## src/rtl/led_bank_arbiter.sv

```systemverilog
// Two-port LED bank arbiter with request/grant ownership, a minimum hold time
// and round-robin alternation under contention. All outputs are registered.
module led_bank_arbiter #(
  parameter int WIDTH       = 8,
  parameter int HOLD_CYCLES = 50_000_000,
  parameter int CNT_W       = 26
) (
  input  logic             clk_clk,
  input  logic             reset_reset_n,
  input  logic             req0,
  input  logic [WIDTH-1:0] data0,
  input  logic             req1,
  input  logic [WIDTH-1:0] data1,
  output logic             gnt0,
  output logic             gnt1,
  output logic [WIDTH-1:0] leds,
  output logic             busy,
  output logic [1:0]       dbg_state_o
);

  typedef enum logic [1:0] {
    IDLE = 2'd0,
    OWN0 = 2'd1,
    OWN1 = 2'd2
  } state_t;

  localparam logic [CNT_W-1:0] HOLD_MAX = CNT_W'(HOLD_CYCLES - 1);

  state_t           state_q;
  logic [CNT_W-1:0] hold_cnt_q;
  logic             rr_ptr_q;
  logic [WIDTH-1:0] leds_q;
  logic             gnt0_q;
  logic             gnt1_q;
  logic             busy_q;

  logic             own_req;
  logic             oth_req;
  logic [WIDTH-1:0] own_data;
  logic [WIDTH-1:0] oth_data;
  logic             expired;
  logic             pick1;

  // Owner/competitor view of the ports, so OWN0 and OWN1 share one code path.
  always_comb begin
    own_req  = (state_q == OWN1) ? req1  : req0;
    oth_req  = (state_q == OWN1) ? req0  : req1;
    own_data = (state_q == OWN1) ? data1 : data0;
    oth_data = (state_q == OWN1) ? data0 : data1;
    expired  = (hold_cnt_q == HOLD_MAX);
    pick1    = req1 && (!req0 || rr_ptr_q);
  end

  always_ff @(posedge clk_clk or negedge reset_reset_n) begin
    if (!reset_reset_n) begin
      state_q    <= IDLE;
      hold_cnt_q <= '0;
      rr_ptr_q   <= 1'b0;
      leds_q     <= '0;
      gnt0_q     <= 1'b0;
      gnt1_q     <= 1'b0;
      busy_q     <= 1'b0;
    end else begin
      case (state_q)
        IDLE: begin
          if (req0 || req1) begin
            hold_cnt_q <= '0;
            busy_q     <= 1'b1;
            if (pick1) begin
              state_q  <= OWN1;
              gnt0_q   <= 1'b0;
              gnt1_q   <= 1'b1;
              leds_q   <= data1;
              rr_ptr_q <= 1'b0;
            end else begin
              state_q  <= OWN0;
              gnt0_q   <= 1'b1;
              gnt1_q   <= 1'b0;
              leds_q   <= data0;
              rr_ptr_q <= 1'b1;
            end
          end
        end
        OWN0, OWN1: begin
          if (expired && oth_req) begin
            // Direct handover: no IDLE cycle between the two grants.
            state_q    <= (state_q == OWN0) ? OWN1 : OWN0;
            gnt0_q     <= (state_q == OWN1);
            gnt1_q     <= (state_q == OWN0);
            leds_q     <= oth_data;
            hold_cnt_q <= '0;
            rr_ptr_q   <= (state_q == OWN1);
          end else if (expired && !own_req) begin
            state_q <= IDLE;
            gnt0_q  <= 1'b0;
            gnt1_q  <= 1'b0;
            busy_q  <= 1'b0;
          end else begin
            if (!expired) begin
              hold_cnt_q <= hold_cnt_q + 1'b1;
            end
            if (own_req) begin
              leds_q <= own_data;
            end
          end
        end
        default: begin
          state_q <= IDLE;
          gnt0_q  <= 1'b0;
          gnt1_q  <= 1'b0;
          busy_q  <= 1'b0;
        end
      endcase
    end
  end

  assign gnt0        = gnt0_q;
  assign gnt1        = gnt1_q;
  assign leds        = leds_q;
  assign busy        = busy_q;
  assign dbg_state_o = state_q;

endmodule

```

## config.mk

```make
export PLATFORM = sky130hd
export DESIGN_NAME = led_bank_arbiter
export DESIGN_NICKNAME = d
export VERILOG_FILES = /design/src/rtl/led_bank_arbiter.sv
export SDC_FILE = /design/constraint.sdc
export NUM_CORES = 1
export LEC_CHECK = 0
export ABC_CLOCK_PERIOD_IN_PS = 3000
export CAP_MARGIN = 20
export CORE_MARGIN = 2
export CORE_UTILIZATION = 55
export DETAILED_ROUTE_END_ITERATION = 6
export PLACE_DENSITY = 0.81
export SYNTH_ARGS = -nofsm -noshare
export SYNTH_HDL_FRONTEND = slang
export SYNTH_SLANG_ARGS = --single-unit
export TNS_END_PERCENT = 20
```

## constraint.sdc

```tcl
create_clock -name clk_clk -period 3 [get_ports clk_clk]
set_clock_uncertainty 0.1 [all_clocks]
set_input_delay 0.6 -clock clk_clk [delete_from_list [all_inputs] [get_ports clk_clk]]
set_output_delay 0.6 -clock clk_clk [all_outputs]
set_load 0.02 [all_outputs]
```

==> flow_metrics.env <==
export IMPL_avgRoutedWirePerCell_um=17.82
export IMPL_crit_family="simple AND/OR/NAND/NOR gates"
export IMPL_detailedPlacementHpwl_um=5266
export IMPL_synth_cell_types=57
export IMPL_leakagePower_nw=1.341
export IMPL_stdcell_area_um2=3401
export IMPL_timing_final_max_slew_violations=0
export IMPL_yosys_register_bits=39
export IMPL_m1WireLength_um=3324
export IMPL_grt_first_pass_wirelength_um=13110
export IMPL_fp_dieW_um=76.81
export IMPL_synth_flop_cell="dfrtp_1"
export IMPL_first_iter_violations=179
export IMPL_remaining_drc_errors=0
export IMPL_finalHoldViolations=0
export IMPL_endpoint_kind="flip-flop"
export IMPL_tightest_slew_ps=891.9
export IMPL_min_delay_path_class="in -> async"
export IMPL_antenna_diode_count=0
export IMPL_placement_rows=26
export IMPL_max_cap_viol_count=0
export IMPL_post_detailed_route_count_of_antenna_violating_nets=0
export IMPL_critical_path_slowest_cell="or3_1"
export IMPL_clock_tree_root_cell="clkbuf_8"
export IMPL_synth_yosys_seq_area_share=0.3348
export IMPL_cts_hold_buffers_added=0
export IMPL_setup_tns_final_ps=0
export IMPL_grt_max_degree=40
export IMPL_final_min_clock_period_ps=2622
export IMPL_placeableCoreArea_um2=5107
export IMPL_gr_usage_all_layers=0.2732
export IMPL_last_weighted_congestion_value_of_the_routability_driven_placer=0.9329
export IMPL_io_buffers=32
export IMPL_run_status="complete, no violations"
export IMPL_most_common_library_cell_in_the_layout_ignoring_fill_and_taps="dfrtp_1"
export IMPL_ir_drop_mv=0.4754
export IMPL_grt_pass1_vias=2695
export IMPL_timing_final_setup_violations=0
export IMPL_syn_avg_cell_area_um2=9.054
export IMPL_h_tree_depth=2
export IMPL_critPathArrivalTime_ps=2720
export IMPL_synthCells=322
export IMPL_syn_area_um2=2915
export IMPL_buffer_levels_on_the_longest_clock_path=2
export IMPL_initial_antenna_violation_count=0
export IMPL_final_layout_size_suffix_gt1_frac=0.1289
export IMPL_cp_required_ps=3100
export IMPL_height_of_the_die_um=76.81
export IMPL_routed_wirelength_um=7466
export IMPL_dpl_cell_area_um2=3293
export IMPL_wl_met3_um=391
export IMPL_ioPinCount=33
export IMPL_tritoncts="yes"
export IMPL_grt_overflow=0
export IMPL_highest_signal_layer="met4"
export IMPL_max_stage_delay_ps=610
export IMPL_detailroute_wirelength_met2_um=3618
export IMPL_ys_warn_count=0
export IMPL_synth_enable_flop_cells=0
export IMPL_finish_net_count=373
export IMPL_clock_sinks=39
export IMPL_power_density_nw_per_um2=805.3
export IMPL_cp_max_fo=9
export IMPL_async_flop_share=1.000
export IMPL_fmax_mhz=381.3
export IMPL_die_area_um2=5899
export IMPL_setup_worst_path_start_class="flip-flop"
export IMPL_clk_pin_slew_ps=80
export IMPL_start_util=0.5708
export IMPL_max_slew_margin=0.4054
export IMPL_area_growth_synth_to_final_pct=16.65
export IMPL_postSynthNetCount=347
export IMPL_detail_route_vias_per_cell=6.484
export IMPL_final_util=0.6659
export IMPL_cts_buffers_inserted=5
export IMPL_cp_num_buf_inv=0
export IMPL_setup_repair_after_global_routing_missed_its_margin="false"
export IMPL_layout_cells_most_common_list="dfrtp_1 (39), clkdlybuf4s50_1 (31), nor2_1 (27)"
export IMPL_postCtsSetupBuffers=0
export IMPL_path_cells="ha_1 > and2_1 > and4_2 > a21oi_2 > or3_1 > o41ai_2"
export IMPL_clk_insertion_delay_late_ps=300
export IMPL_period_utilization=0.8742
export IMPL_timing_setup_critical_path_class="reg -> reg"
export IMPL_detailed_route_via_count=2717
export IMPL_detail_route_first_pass_iterations=4
==> state kept, by name, indices dropped and copies added, names as in the netlist <==
signal,flops
leds,8
gnt0,1
gnt1,1
rr_ptr_q,1
hold_cnt_q,26
busy,1
dbg_state_o,1
==> area by class of cell <==
class | instances | area (um2)
repair buffers | 43 | 397.9
well taps | 70 | 87.58
inverters | 14 | 52.55
flip-flops and latches | 39 | 975.9
multi-input cells | 245 | 1787
fillers | 431 | 1707
clock buffers | 8 | 100.1
==> where the power goes <==
group / total (mW) / internal, mW / switching (mW)
Combinational: 1.64 / 0.684 / 0.953
Sequential: 0.703 / 0.630 / 0.0735
Clock: 0.398 / 0.210 / 0.188
Total: 2.74 / 1.52 / 1.21
==> final timing paths <==
path / start / endpoint / slack [ps] / cells past startpoint
worst max-delay path: hold_cnt_q[0] / leds[1] / 380 / 6
worst min-delay path: reset_reset_n / hold_cnt_q[1] / 320 / 1
worst max register to register: hold_cnt_q[0] / leds[1] / 380 / 6
worst min register to register: gnt0 / gnt0 / 400 / 1
max in group asynchronous: reset_reset_n / hold_cnt_q[11] / 1910 / 1
min in group clk_clk: gnt0 / gnt0 / 400 / 1
==> timing repair <==
item	4_1_cts	5_1_grt
hold endpoints to repair	0	0
resized for setup	0	3
endpoints found under the setup margin	0	3
==> kinds of logic after synthesis <==
family / share of synthesized area
XOR/XNOR: 0.01202
multiplexers: 0.08756
AO/OA/AOI/OAI: 0.2309
flip-flops: 0.3348
adder cells (fa/ha/maj): 0.02146
buffers and inverters: 0.05493
AND/OR/NAND/NOR: 0.2584
==> worst register-to-register path: cells and delay by family, from the launching register on <==
| family | cells | cell delay [ps] |
|---|---|---|
| flops | 1 | 410 |
| compound gates | 2 | 540 |
| fa+ha+maj | 1 | 230 |
| simple gates | 3 | 1250 |
==> synth_stat cells (8+ instances only) <==
library cell | number | share of area
dfrtp_1 | 39 | 0.33
nor2_1 | 27 | 0.035
clkbuf_1 | 16 | 0.021
nand2_1 | 16 | 0.021
nand3_1 | 15 | 0.026
inv_1 | 14 | 0.018
nand4_1 | 14 | 0.030
and3_1 | 12 | 0.026
mux2i_1 | 12 | 0.041
a211oi_1 | 10 | 0.026
o31ai_1 | 10 | 0.026
mux2_2 | 9 | 0.035
nor2b_1 | 9 | 0.019
a2111oi_0 | 8 | 0.024
a31oi_1 | 8 | 0.017
==> layer usage <==
layer	global-route usage	up-vias
li1	-	1295
met2	0.4421	90
met5	0	-
met1	0.3634	1321
met4	0.1073	0
met3	0.04824	11
==> metrics by stage <==
| step | hold slack [ps] | instances | power [mW] | setup WS [ps] |
|---|---|---|---|---|
| 6_report | 322.9 | 419 | 2.739 | 377.5 |
| 5_1_grt | 395.7 | 419 | 2.945 | 155.2 |
| 4_1_cts | 345.6 | 419 | 2.741 | 190.6 |
| 3_5_place_dp | 378.7 | 411 | 2.337 | 86.24 |
| 3_3_place_gp | 371.6 | 411 | 2.301 | 258.3 |
| 2_1_floorplan | 204.4 | 322 | 1.837 | 548.0 |
Note: power is estimated with default switching activity, not from simulation.
